[config.mk]
export PLATFORM = sky130hd
export DESIGN_NAME = sync_track
export DESIGN_NICKNAME = d
export VERILOG_FILES = /design/src/rtl/sync_track.sv
export SDC_FILE = /design/constraint.sdc
export NUM_CORES = 1
export LEC_CHECK = 0
export CAP_MARGIN = 20
export CORE_MARGIN = 5
export CORE_UTILIZATION = 30
export DETAILED_ROUTE_END_ITERATION = 8
export DONT_BUFFER_PORTS = 1
export MAX_ROUTING_LAYER = met4
export PLACE_DENSITY = 0.5
export REMOVE_ABC_BUFFERS = 1
export SYNTH_ARGS = -nofsm -noshare
export SYNTH_HDL_FRONTEND = slang
export SYNTH_SLANG_ARGS = --single-unit
[constraint.sdc]
create_clock -name clk -period 9.3 [get_ports clk]
set_clock_uncertainty 0.05 [all_clocks]
set_input_delay 0.93 -clock clk [delete_from_list [all_inputs] [get_ports clk]]
set_output_delay 0.93 -clock clk [all_outputs]
set_load 0.1 [all_outputs]
[src/rtl/sync_track.sv]
// sync_track: theta/epsilon lock tracker with 4-tap epsilon averaging and a 4-entry output FIFO
module sync_track #(
  parameter int THETA_W  = 8,
  parameter int EPS_W    = 12,
  parameter int TOL      = 2,
  parameter int LOCK_CNT = 4,
  parameter int MISS_MAX = 3
) (
  input  logic               clk,
  input  logic               rst,
  input  logic               est_valid,
  input  logic [THETA_W-1:0] theta_in,
  input  logic [EPS_W-1:0]   eps_in,
  input  logic               trk_ready,
  output logic               trk_valid,
  output logic [THETA_W-1:0] trk_theta,
  output logic [EPS_W-1:0]   trk_eps,
  output logic               lock,
  output logic               overflow
);
  typedef enum logic [1:0] {SEARCH, VERIFY, LOCKED} state_t;
  localparam logic [THETA_W-1:0] TOL_T = THETA_W'(TOL);
  localparam logic [3:0] LOCK_C = 4'(LOCK_CNT);
  localparam logic [3:0] MISS_C = 4'(MISS_MAX);
  state_t state_q, state_d;
  logic [THETA_W-1:0] ref_q, ref_d, diff, ndiff;
  logic [3:0] match_q, match_d, miss_q, miss_d;
  logic [EPS_W-1:0] hist_q [4];
  logic [EPS_W-1:0] hist_d [4];
  logic [THETA_W-1:0] fth_q [4];
  logic [THETA_W-1:0] fth_d [4];
  logic [EPS_W-1:0] feps_q [4];
  logic [EPS_W-1:0] feps_d [4];
  logic [1:0] rd_q, rd_d, wr_q, wr_d;
  logic [2:0] cnt_q, cnt_d;
  logic ovf_q, ovf_d;
  logic match, pop, push, wr_en;
  logic signed [EPS_W+1:0] sum;
  logic [EPS_W-1:0] avg;
  assign diff = theta_in - ref_q;
  assign ndiff = ref_q - theta_in;
  assign match = (diff <= TOL_T) || (ndiff <= TOL_T);
  assign sum = $signed({{2{eps_in[EPS_W-1]}}, eps_in}) + $signed({{2{hist_q[0][EPS_W-1]}}, hist_q[0]})
             + $signed({{2{hist_q[1][EPS_W-1]}}, hist_q[1]}) + $signed({{2{hist_q[2][EPS_W-1]}}, hist_q[2]});
  assign avg = sum[EPS_W+1:2];
  assign pop = (cnt_q != 3'd0) && trk_ready;
  always_comb begin
    state_d = state_q;
    ref_d = ref_q;
    match_d = match_q;
    miss_d = miss_q;
    hist_d = hist_q;
    push = 1'b0;
    if (est_valid) begin
      if (state_q == LOCKED) begin
        if (match) begin
          ref_d = theta_in;
          hist_d = '{eps_in, hist_q[0], hist_q[1], hist_q[2]};
          miss_d = 4'd0;
          push = 1'b1;
        end else begin
          miss_d = miss_q + 4'd1;
          if (miss_d == MISS_C) begin
            state_d = SEARCH;
            hist_d = '{default: '0};
          end
        end
      end else if (state_q == VERIFY && match) begin
        ref_d = theta_in;
        hist_d = '{eps_in, hist_q[0], hist_q[1], hist_q[2]};
        match_d = match_q + 4'd1;
        if (match_d == LOCK_C) begin
          state_d = LOCKED;
          miss_d = 4'd0;
          push = 1'b1;
        end
      end else begin
        ref_d = theta_in;
        hist_d = '{eps_in, '0, '0, '0};
        match_d = 4'd1;
        state_d = VERIFY;
      end
    end
  end
  always_comb begin
    fth_d = fth_q;
    feps_d = feps_q;
    wr_en = push && (cnt_q != 3'd4 || pop);
    wr_d = wr_en ? wr_q + 2'd1 : wr_q;
    rd_d = pop ? rd_q + 2'd1 : rd_q;
    cnt_d = cnt_q + 3'(wr_en) - 3'(pop);
    ovf_d = ovf_q || (push && !wr_en);
    if (wr_en) begin
      fth_d[wr_q] = theta_in;
      feps_d[wr_q] = avg;
    end
  end
  always_ff @(posedge clk) begin
    if (rst) begin
      state_q <= SEARCH;
      ref_q <= '0;
      match_q <= '0;
      miss_q <= '0;
      hist_q <= '{default: '0};
      fth_q <= '{default: '0};
      feps_q <= '{default: '0};
      rd_q <= '0;
      wr_q <= '0;
      cnt_q <= '0;
      ovf_q <= 1'b0;
    end else begin
      state_q <= state_d;
      ref_q <= ref_d;
      match_q <= match_d;
      miss_q <= miss_d;
      hist_q <= hist_d;
      fth_q <= fth_d;
      feps_q <= feps_d;
      rd_q <= rd_d;
      wr_q <= wr_d;
      cnt_q <= cnt_d;
      ovf_q <= ovf_d;
    end
  end
  assign trk_valid = cnt_q != 3'd0;
  assign trk_theta = trk_valid ? fth_q[rd_q] : '0;
  assign trk_eps = trk_valid ? feps_q[rd_q] : '0;
  assign lock = state_q == LOCKED;
  assign overflow = ovf_q;
endmodule

-- Word-level counts from Yosys, hierarchy flattened
Index checks and enable logic that the tools add are counted.
- flip-flop bits (word level): 142
- add/sub/neg operators: 11
- order comparisons: 5
- eq/ne operators: 10
- multiplexer cells: 35
- bitwise gates (word level): 3
- reductions and logical operators: 17
- operators with widths (cell ; number):
    48-bit 2-to-1 mux ; 3
    48-bit bitwise mux ; 1
    12-bit 2-to-1 mux ; 4
    8-bit 2-to-1 mux ; 6
    36-bit 2-to-1 mux ; 1
    32-bit bitwise mux ; 1
    12-bit binary-select mux with 2-bit select ; 1
    12-bit demux with 2-bit select ; 1
    4-bit 2-to-1 mux ; 5
    8-bit binary-select mux with 2-bit select ; 1
    8-bit demux with 2-bit select ; 1
    8-bit by 2-bit <= comparator with 1-bit output (second input constant) ; 2
    8-bit subtractor ; 2
    13-bit by 12-bit adder with 14-bit output ; 1
    14-bit by 12-bit adder with 14-bit output ; 1
    12-bit by 12-bit adder with 13-bit output ; 1
    2-bit 2-to-1 mux ; 5
    4-bit by 1-bit adder with 4-bit output (second input constant) ; 2
    3-bit greater-or-equal comparator (second input constant) ; 2
    2-bit inverter with 3-bit output ; 2
    2-bit AND reduction ; 3
    1-bit logical AND ; 5
    1-bit 2-to-1 mux ; 5
    2-bit by 1-bit adder with 2-bit output (second input constant) ; 2
    19 further kinds ; 23

-- Depth between registers and ports, before layout
Gate-level depths: netlist of run 1.
- depth in word-level cells: 11
- mapped depth: 21

-- Least setup slack after synthesis of run 1
OpenSTA, ideal clock, no wires.
- kind: in2reg
- start: input theta_in[2]
- end: register cnt_q[2]
- data arrival time: 4.436 ns
- data required time: 9.122 ns
- setup slack: 4.687 ns
- stages: 19
- cells stage by stage: inv_1 -> ha_1 -> buf_6 -> and3b_1 -> o21ba_1 -> or3_4 -> a2111oi_4 -> or2_0 -> buf_2 -> buf_4 -> nand2_2 -> ha_1 -> inv_1 -> ha_1 -> inv_1 -> fa_1 -> xor2_1 -> xnor2_1 -> nor2_1
- word-level cells in the longest chain between the ends: 10
- elaborated cells between the ends (all ways): 13
- ends and longest elaborated chain (item ; line ; source):
    start, declared ; 12 ; input logic [THETA_W-1:0] theta_in,
    8-bit subtractor, on equally long branches ; 40, 41 ;
    8-bit by 2-bit <= comparator with 1-bit output ; 42 ; assign match = (diff <= TOL_T) || (ndiff <= TOL_T);
    1-bit logical OR * ; 42 ;
    1-bit logical AND ; 68 ; end else if (state_q == VERIFY && match) begin
    1-bit 2-to-1 mux ; 68 ;
    1-bit 2-to-1 mux * ; 55 ; if (state_q == LOCKED) begin
    1-bit 2-to-1 mux * ; 54 ; if (est_valid) begin
    1-bit logical AND * ; 88 ; wr_en = push && (cnt_q != 3'd4 || pop);
    3-bit by 1-bit adder with 3-bit output * ; 91 ; cnt_d = cnt_q + 3'(wr_en) - 3'(pop);
    3-bit by 1-bit subtractor with 3-bit output * ; 91 ;
    end signal, assigned ; 121 ; cnt_q <= cnt_d;
    end, declared ; 35 ; logic [2:0] cnt_q, cnt_d;
Every way passes the cells marked *; elsewhere a longest branch is shown, timed or not.
A chain may end at the register's enable or synchronous reset.

-- Final worst setup path of run 1
Same ends and word-level chain as after synthesis.

==> flow_metrics.py, run 1 <==
metrics = {
    "min_path": {
        "min_path_cells": 2,
        "hold_class": "reg2reg",
    },
    "sta": {
        "fin_crit_sh_pct": 48.3,
        "fmax_mhz": 223,
        "rsz0062_at_grt": "false",
        "hold_violations": 0,
        "fin_setup_tns_ns": 0,
        "tightest_slew_ns": 1.06,
        "slew_headroom_pct": 29.6,
        "layout_setup_ws_ns": 4.81,
        "layout_min_cycle_time_ns": 4.49,
        "finalSetupViolCount": 0,
        "slew_viol_final": 0,
    },
    "yosys": {
        "synth_area_leaders": "dfxtp_1, mux2i_1, fa_1, mux4_2, ha_1",
        "synth-edff-count": 0,
        "synthesis.area_um2": 7700,
        "synth_flop_cell": "dfxtp_1",
        "async_flop_share_pct": 0,
        "netlist_top_cells_count": "dfxtp_1, nor2_1, mux2i_1",
        "synth_cell_types": 68,
        "ys_warn_count": 0,
        "yosysSeqAreaShare_pct": 36.9,
        "syn_avg_cell_area_um2": 10.0,
        "yosysMostFrequentCell": "dfxtp_1",
        "yosys.area.top_type": "dfxtp_1",
        "netlist_instances": 769,
        "yosys.area.top_type_share_pct": 36.9,
        "synth-seq-cells": 142,
    },
    "detailed_routing": {
        "vias": 5508,
        "routed_wl_mm": 18.6,
        "ant_nets": 0,
        "routed_via_density": 5.05,
        "drt-initial-drc-count": 271,
        "wl_per_cell_um": 17.1,
        "route.detailed.drc": 0,
        "drt_pass1_iterations": 5,
    },
    "floorplan": {
        "floorplan.initialDensity_pct": 30.5,
        "die_h_um": 170,
        "die_width_um": 170,
        "core_um2": 25300,
        "num_rows": 58,
        "pin_count": 47,
        "dieArea_um2": 29000,
    },
    "setup_path": {
        "crit_path_end": "cnt_q[2]",
        "worst-path-stages": 16,
        "path_cells": "inv_1 > ha_1 > and3b_1 > o21ba_1 > or3_4 > a2111oi_4 > or2_0 > nand2_2 > ha_1 > inv_1 > ha_1 > inv_1 > fa_1 > xor2_1 > xnor2_1 > nor2_1",
        "critPathMaxFanout": 10,
        "slowest_stage": "a2111oi_4",
        "crit_path_start": "theta_in[2]",
        "rr_startpoint": "ref_q[0]",
        "rr_worst_depth": 18,
        "required_ns": 9.57,
        "critical_path_class": "in2reg",
        "r2r-end": "cnt_q[2]",
        "critPathTopFamily": "adder cells",
        "end_kind": "flip-flop",
        "start_kind": "input port",
        "crit_arrival_ns": 4.76,
        "slowest_delay_ns": 0.95,
        "r2r_slack_ns": 4.94,
        "crit_buf_inv": 3,
    },
    "global_route": {
        "grt_usage_pct": 13.9,
        "antenna_found_initial": 0,
        "overflow": 0,
        "grt_max_degree": 91,
        "grt_pass1_wl_mm": 31.3,
        "grt_pass1_vias": 5674,
    },
    "layout": {
        "register_area_um2": 2840,
        "layout-drive-gt1-share_pct": 11.2,
        "multi_input_area_um2": 4530,
        "fill_cells": 2598,
        "antenna_cells": 0,
        "nets": 834,
        "synthToLayoutAreaGrowth_pct": 12.4,
        "final_util_pct": 34.2,
        "final_cells": 1091,
    },
    "cts": {
        "cts_max_level": 4,
        "hold_buffers": 0,
        "cts_sinks": 142,
        "clkSlewWorstSetupHoldPaths_ns": 0.06,
        "clockRootBuffer": "clkbuf_16",
        "clock_path_buffers": 2,
        "cts-buffers-inserted": 17,
        "cts_tree": "built",
        "clock_latency_ns": 0.42,
        "post-cts-setup-buffer-count": 0,
        "cts_resized": 0,
    },
    "status": {
        "status": "finished clean",
    },
    "place": {
        "place_ws_ns": 4.35,
        "place_inst": 1059,
        "place_congestion": 0.814,
        "port_buffers": 0,
        "hpwlAfterDp_mm": 12.4,
    },
    "power": {
        "powerDensity_nw_per_um2": 190,
        "cellLeakagePower_nw": 3.62,
        "fin_total_pwr_mw": 1.64,
        "vdd_ir_drop_max_mv": 0.127,
    },
    "job": {
        "drv_cap": 0,
    },
}
-- per-stage QoR --
step,hold WS (ns),area (µm²)
final,0.419,8650
after floorplan,0.388,7470
after CTS,0.422,8650
after detailed placement,0.408,8020
after global placement,0.400,7990
after global routing,0.443,8650
-- layer usage --
layer / global-route usage [%] / wire length (µm) / up-vias
met4: 3.16 / 182 / 0
li1: - / - / 2726
met2: 21.1 / 8520 / 78
met3: 3.44 / 671 / 15
met5: - / 0 / -
met1: 18.9 / 9240 / 2689
-- placed cells by master (no fill, tap or decap), types with 8 or more instances in the layout --
cell | synthesis | layout
a21oi_1 | 30 | 30
a22o_1 | 24 | 24
a31o_2 | 12 | 12
and2_1 | 23 | 23
buf_4 | 7 | 8
clkbuf_16 | 0 | 17
dfxtp_1 | 142 | 141
fa_1 | 28 | 28
ha_1 | 34 | 34
inv_1 | 38 | 38
mux2i_1 | 59 | 59
mux4_2 | 20 | 20
nand2_1 | 14 | 14
nand3_1 | 36 | 36
nor2_1 | 78 | 78
nor2b_1 | 14 | 14
nor3_1 | 11 | 11
o211ai_1 | 15 | 15
o21ai_0 | 35 | 35
xnor2_1 | 12 | 12
-- flip-flops by register name, indices dropped and copies added, names as in the netlist --
name / count
fth_q: 32
rd_q: 2
miss_q: 4
overflow: 1
feps_q: 48
wr_q: 2
cnt_q: 3
ref_q: 8
state_q: 2
hist_q: 36
match_q: 4
-- how the worst min path moves through the flow --
stage,from,end
2_1_floorplan,feps_q[14],feps_q[14]
3_3_place_gp,feps_q[7],feps_q[7]
3_5_place_dp,feps_q[14],feps_q[14]
5_1_grt,feps_q[38],feps_q[38]
6_report,feps_q[14],feps_q[14]
4_1_cts,feps_q[14],feps_q[14]
-- cell type report --
| type | instances | area share (%) |
|---|---|---|
| clock buffers | 20 | 5.16 |
| clock inverters | 12 | 2.14 |
| inverters | 39 | 1.69 |
| multi-input cells | 539 | 52.3 |
| flip-flops and latches | 142 | 32.9 |
| well taps | 330 | 4.77 |
| repair buffers | 9 | 1.01 |
-- worst register-to-register path: stages (launching register included) --
cell	delay (ns)
dfxtp_1	0.32
inv_1	0.06
ha_1	0.14
inv_1	0.05
fa_1	0.42
a21o_1	0.23
a2111oi_0	0.43
a21oi_1	0.14
a2111oi_4	0.83
or2_0	0.25
nand2_2	0.08
ha_1	0.31
inv_1	0.06
ha_1	0.13
inv_1	0.05
fa_1	0.37
xor2_1	0.18
xnor2_1	0.14
nor2_1	0.05
-- cell families after synthesis --
kind of cell | count (synthesis) | synth area share [%]
flops | 142 | 36.9
buf+inv | 88 | 4.86
compound gates | 168 | 16.0
xor+xnor | 17 | 1.93
simple gates | 212 | 13.8
fa+ha+maj | 62 | 12.8
mux | 80 | 13.7
-- power by group --
group,internal [mW],switching [mW]
sequential,0.623,0.0405
combinational,0.0947,0.153
clock,0.459,0.272
No activity file was read; power rests on OpenSTA's default activity.
==> run 2: changes to the inputs <==
==> constraint.sdc (replaced) <==
create_clock -name clk -period 4.6 [get_ports clk]
set_clock_uncertainty 0.05 [all_clocks]
set_input_delay 0.46 -clock clk [delete_from_list [all_inputs] [get_ports clk]]
set_output_delay 0.46 -clock clk [all_outputs]
set_load 0.1 [all_outputs]
==> flow_metrics.py, run 2 (synthesis results as in run 1) <==
metrics = {
    "status": {
        "status": "finished clean",
    },
    "detailed_routing": {
        "route.detailed.drc": 0,
        "routed_via_density": 5.00,
        "wl_met1_mm": 9.53,
        "ant_nets": 0,
        "wl_met2_mm": 8.21,
        "wl_met3_um": 581,
        "top_layer": "met4",
        "routed_wl_mm": 18.5,
        "drt_pass1_iterations": 4,
        "vias": 5488,
        "wl_per_cell_um": 16.9,
        "drt-initial-drc-count": 303,
    },
    "sta": {
        "slew_headroom_pct": 31.1,
        "hold_ws_ns": 0.0580,
        "fin_crit_sh_pct": 78.6,
        "fmax_mhz": 277,
        "layout_min_cycle_time_ns": 3.62,
        "fin_setup_tns_ns": 0,
        "tightest_slew_ns": 1.04,
        "layout_setup_ws_ns": 0.984,
        "rsz0062_at_grt": "false",
        "hold_violations": 0,
        "finalSetupViolCount": 0,
        "slew_viol_final": 0,
    },
    "global_route": {
        "grt_max_degree": 91,
        "grt_pass1_vias": 5273,
        "overflow": 0,
        "grt_pass1_wl_mm": 29.9,
        "antenna_found_initial": 0,
        "grt_usage_pct": 13.3,
    },
    "cts": {
        "cts_sinks": 142,
        "hold_buffers": 0,
        "cts-buffers-inserted": 17,
        "cts_resized": 0,
        "cts_max_level": 4,
        "clkSlewWorstSetupHoldPaths_ns": 0.06,
        "cts_tree": "built",
        "clock_path_buffers": 2,
        "clock_latency_ns": 0.41,
        "clockRootBuffer": "clkbuf_16",
        "post-cts-setup-buffer-count": 0,
    },
    "layout": {
        "synthToLayoutAreaGrowth_pct": 12.6,
        "final_cells": 1097,
        "final_util_pct": 34.3,
        "regMostFlops": "feps_q",
        "nets": 840,
        "fill_cells": 2620,
        "layout-drive-gt1-share_pct": 11.2,
        "antenna_cells": 0,
        "final_cell_area_um2": 8670,
        "final_common_cell": "dfxtp_1",
        "final_cell_mix": "dfxtp_1, nor2_1, mux2i_1, inv_1, nand3_1",
        "largest_reg_flops": 48,
        "reg_top3": "feps_q x48, hist_q x36, fth_q x32",
    },
    "place": {
        "place_ws_ns": 0.835,
        "port_buffers": 0,
        "place_inst": 1065,
        "place_congestion": 0.813,
        "postPlaceCellArea_um2": 8070,
        "hpwlAfterDp_mm": 12.3,
    },
    "setup_path": {
        "crit_arrival_ns": 3.87,
        "critical_path_class": "reg2reg",
        "start_kind": "flip-flop",
        "end_kind": "flip-flop",
        "required_ns": 4.86,
        "critPathMaxFanout": 3,
    },
    "floorplan": {
        "die_h_um": 170,
        "num_rows": 58,
        "dieArea_um2": 29000,
        "die_width_um": 170,
        "floorplan.initialDensity_pct": 30.5,
        "core_um2": 25300,
        "pin_count": 47,
    },
    "min_path": {
        "hold_class": "in2reg",
    },
    "job": {
        "drv_cap": 0,
    },
    "power": {
        "powerDensity_nw_per_um2": 378,
        "cellLeakagePower_nw": 3.65,
        "fin_total_pwr_mw": 3.28,
        "vdd_ir_drop_max_mv": 0.235,
    },
}
## run 2: final timing paths
check | from | to | slack [ns] | cells after the start
max | ref_q[0] | cnt_q[2] | 0.98 | 18
max reg2reg | ref_q[0] | cnt_q[2] | 0.98 | 18
min | rst | fth_q[18] | 0.06 | 1
min reg2reg | feps_q[8] | feps_q[8] | 0.42 | 2
## run 2: worst max-delay path, stage by stage (launching register included)
cell       delay (ns)
dfxtp_1          0.32
inv_1            0.06
ha_1             0.15
inv_1            0.06
fa_1             0.41
a21o_1           0.23
a2111oi_0        0.39
a21oi_1          0.13
a2111oi_4        0.22
or2_0            0.20
nand2_2          0.08
ha_1             0.27
inv_1            0.05
ha_1             0.13
inv_1            0.05
fa_1             0.37
xor2_1           0.16
xnor2_1          0.13
nor2_1           0.05
## run 2: power by group
part	leakage [nW]	total, mW	switching [mW]	internal (mW)
registers	1.15	1.34	0.0829	1.26
logic	2.21	0.500	0.299	0.201
clock network	0.293	1.44	0.515	0.921
## run 2: layout make-up
cell class	count	area, µm²	area share [%]
well taps	330	413	4.76
clock buffers	25	465	5.37
multi-input cells	539	4530	52.2
flip-flops and latches	142	2840	32.8
inverters	39	146	1.69
repair buffers	15	138	1.59
clock inverters	7	135	1.56
## run 2: metal layers
metal  vias to the layer above  track usage (%)
met1                      2658             19.0
met5                         -                -
met2                        70             19.6
li1                       2742                -
met3                        18             2.76
met4                         0             2.99
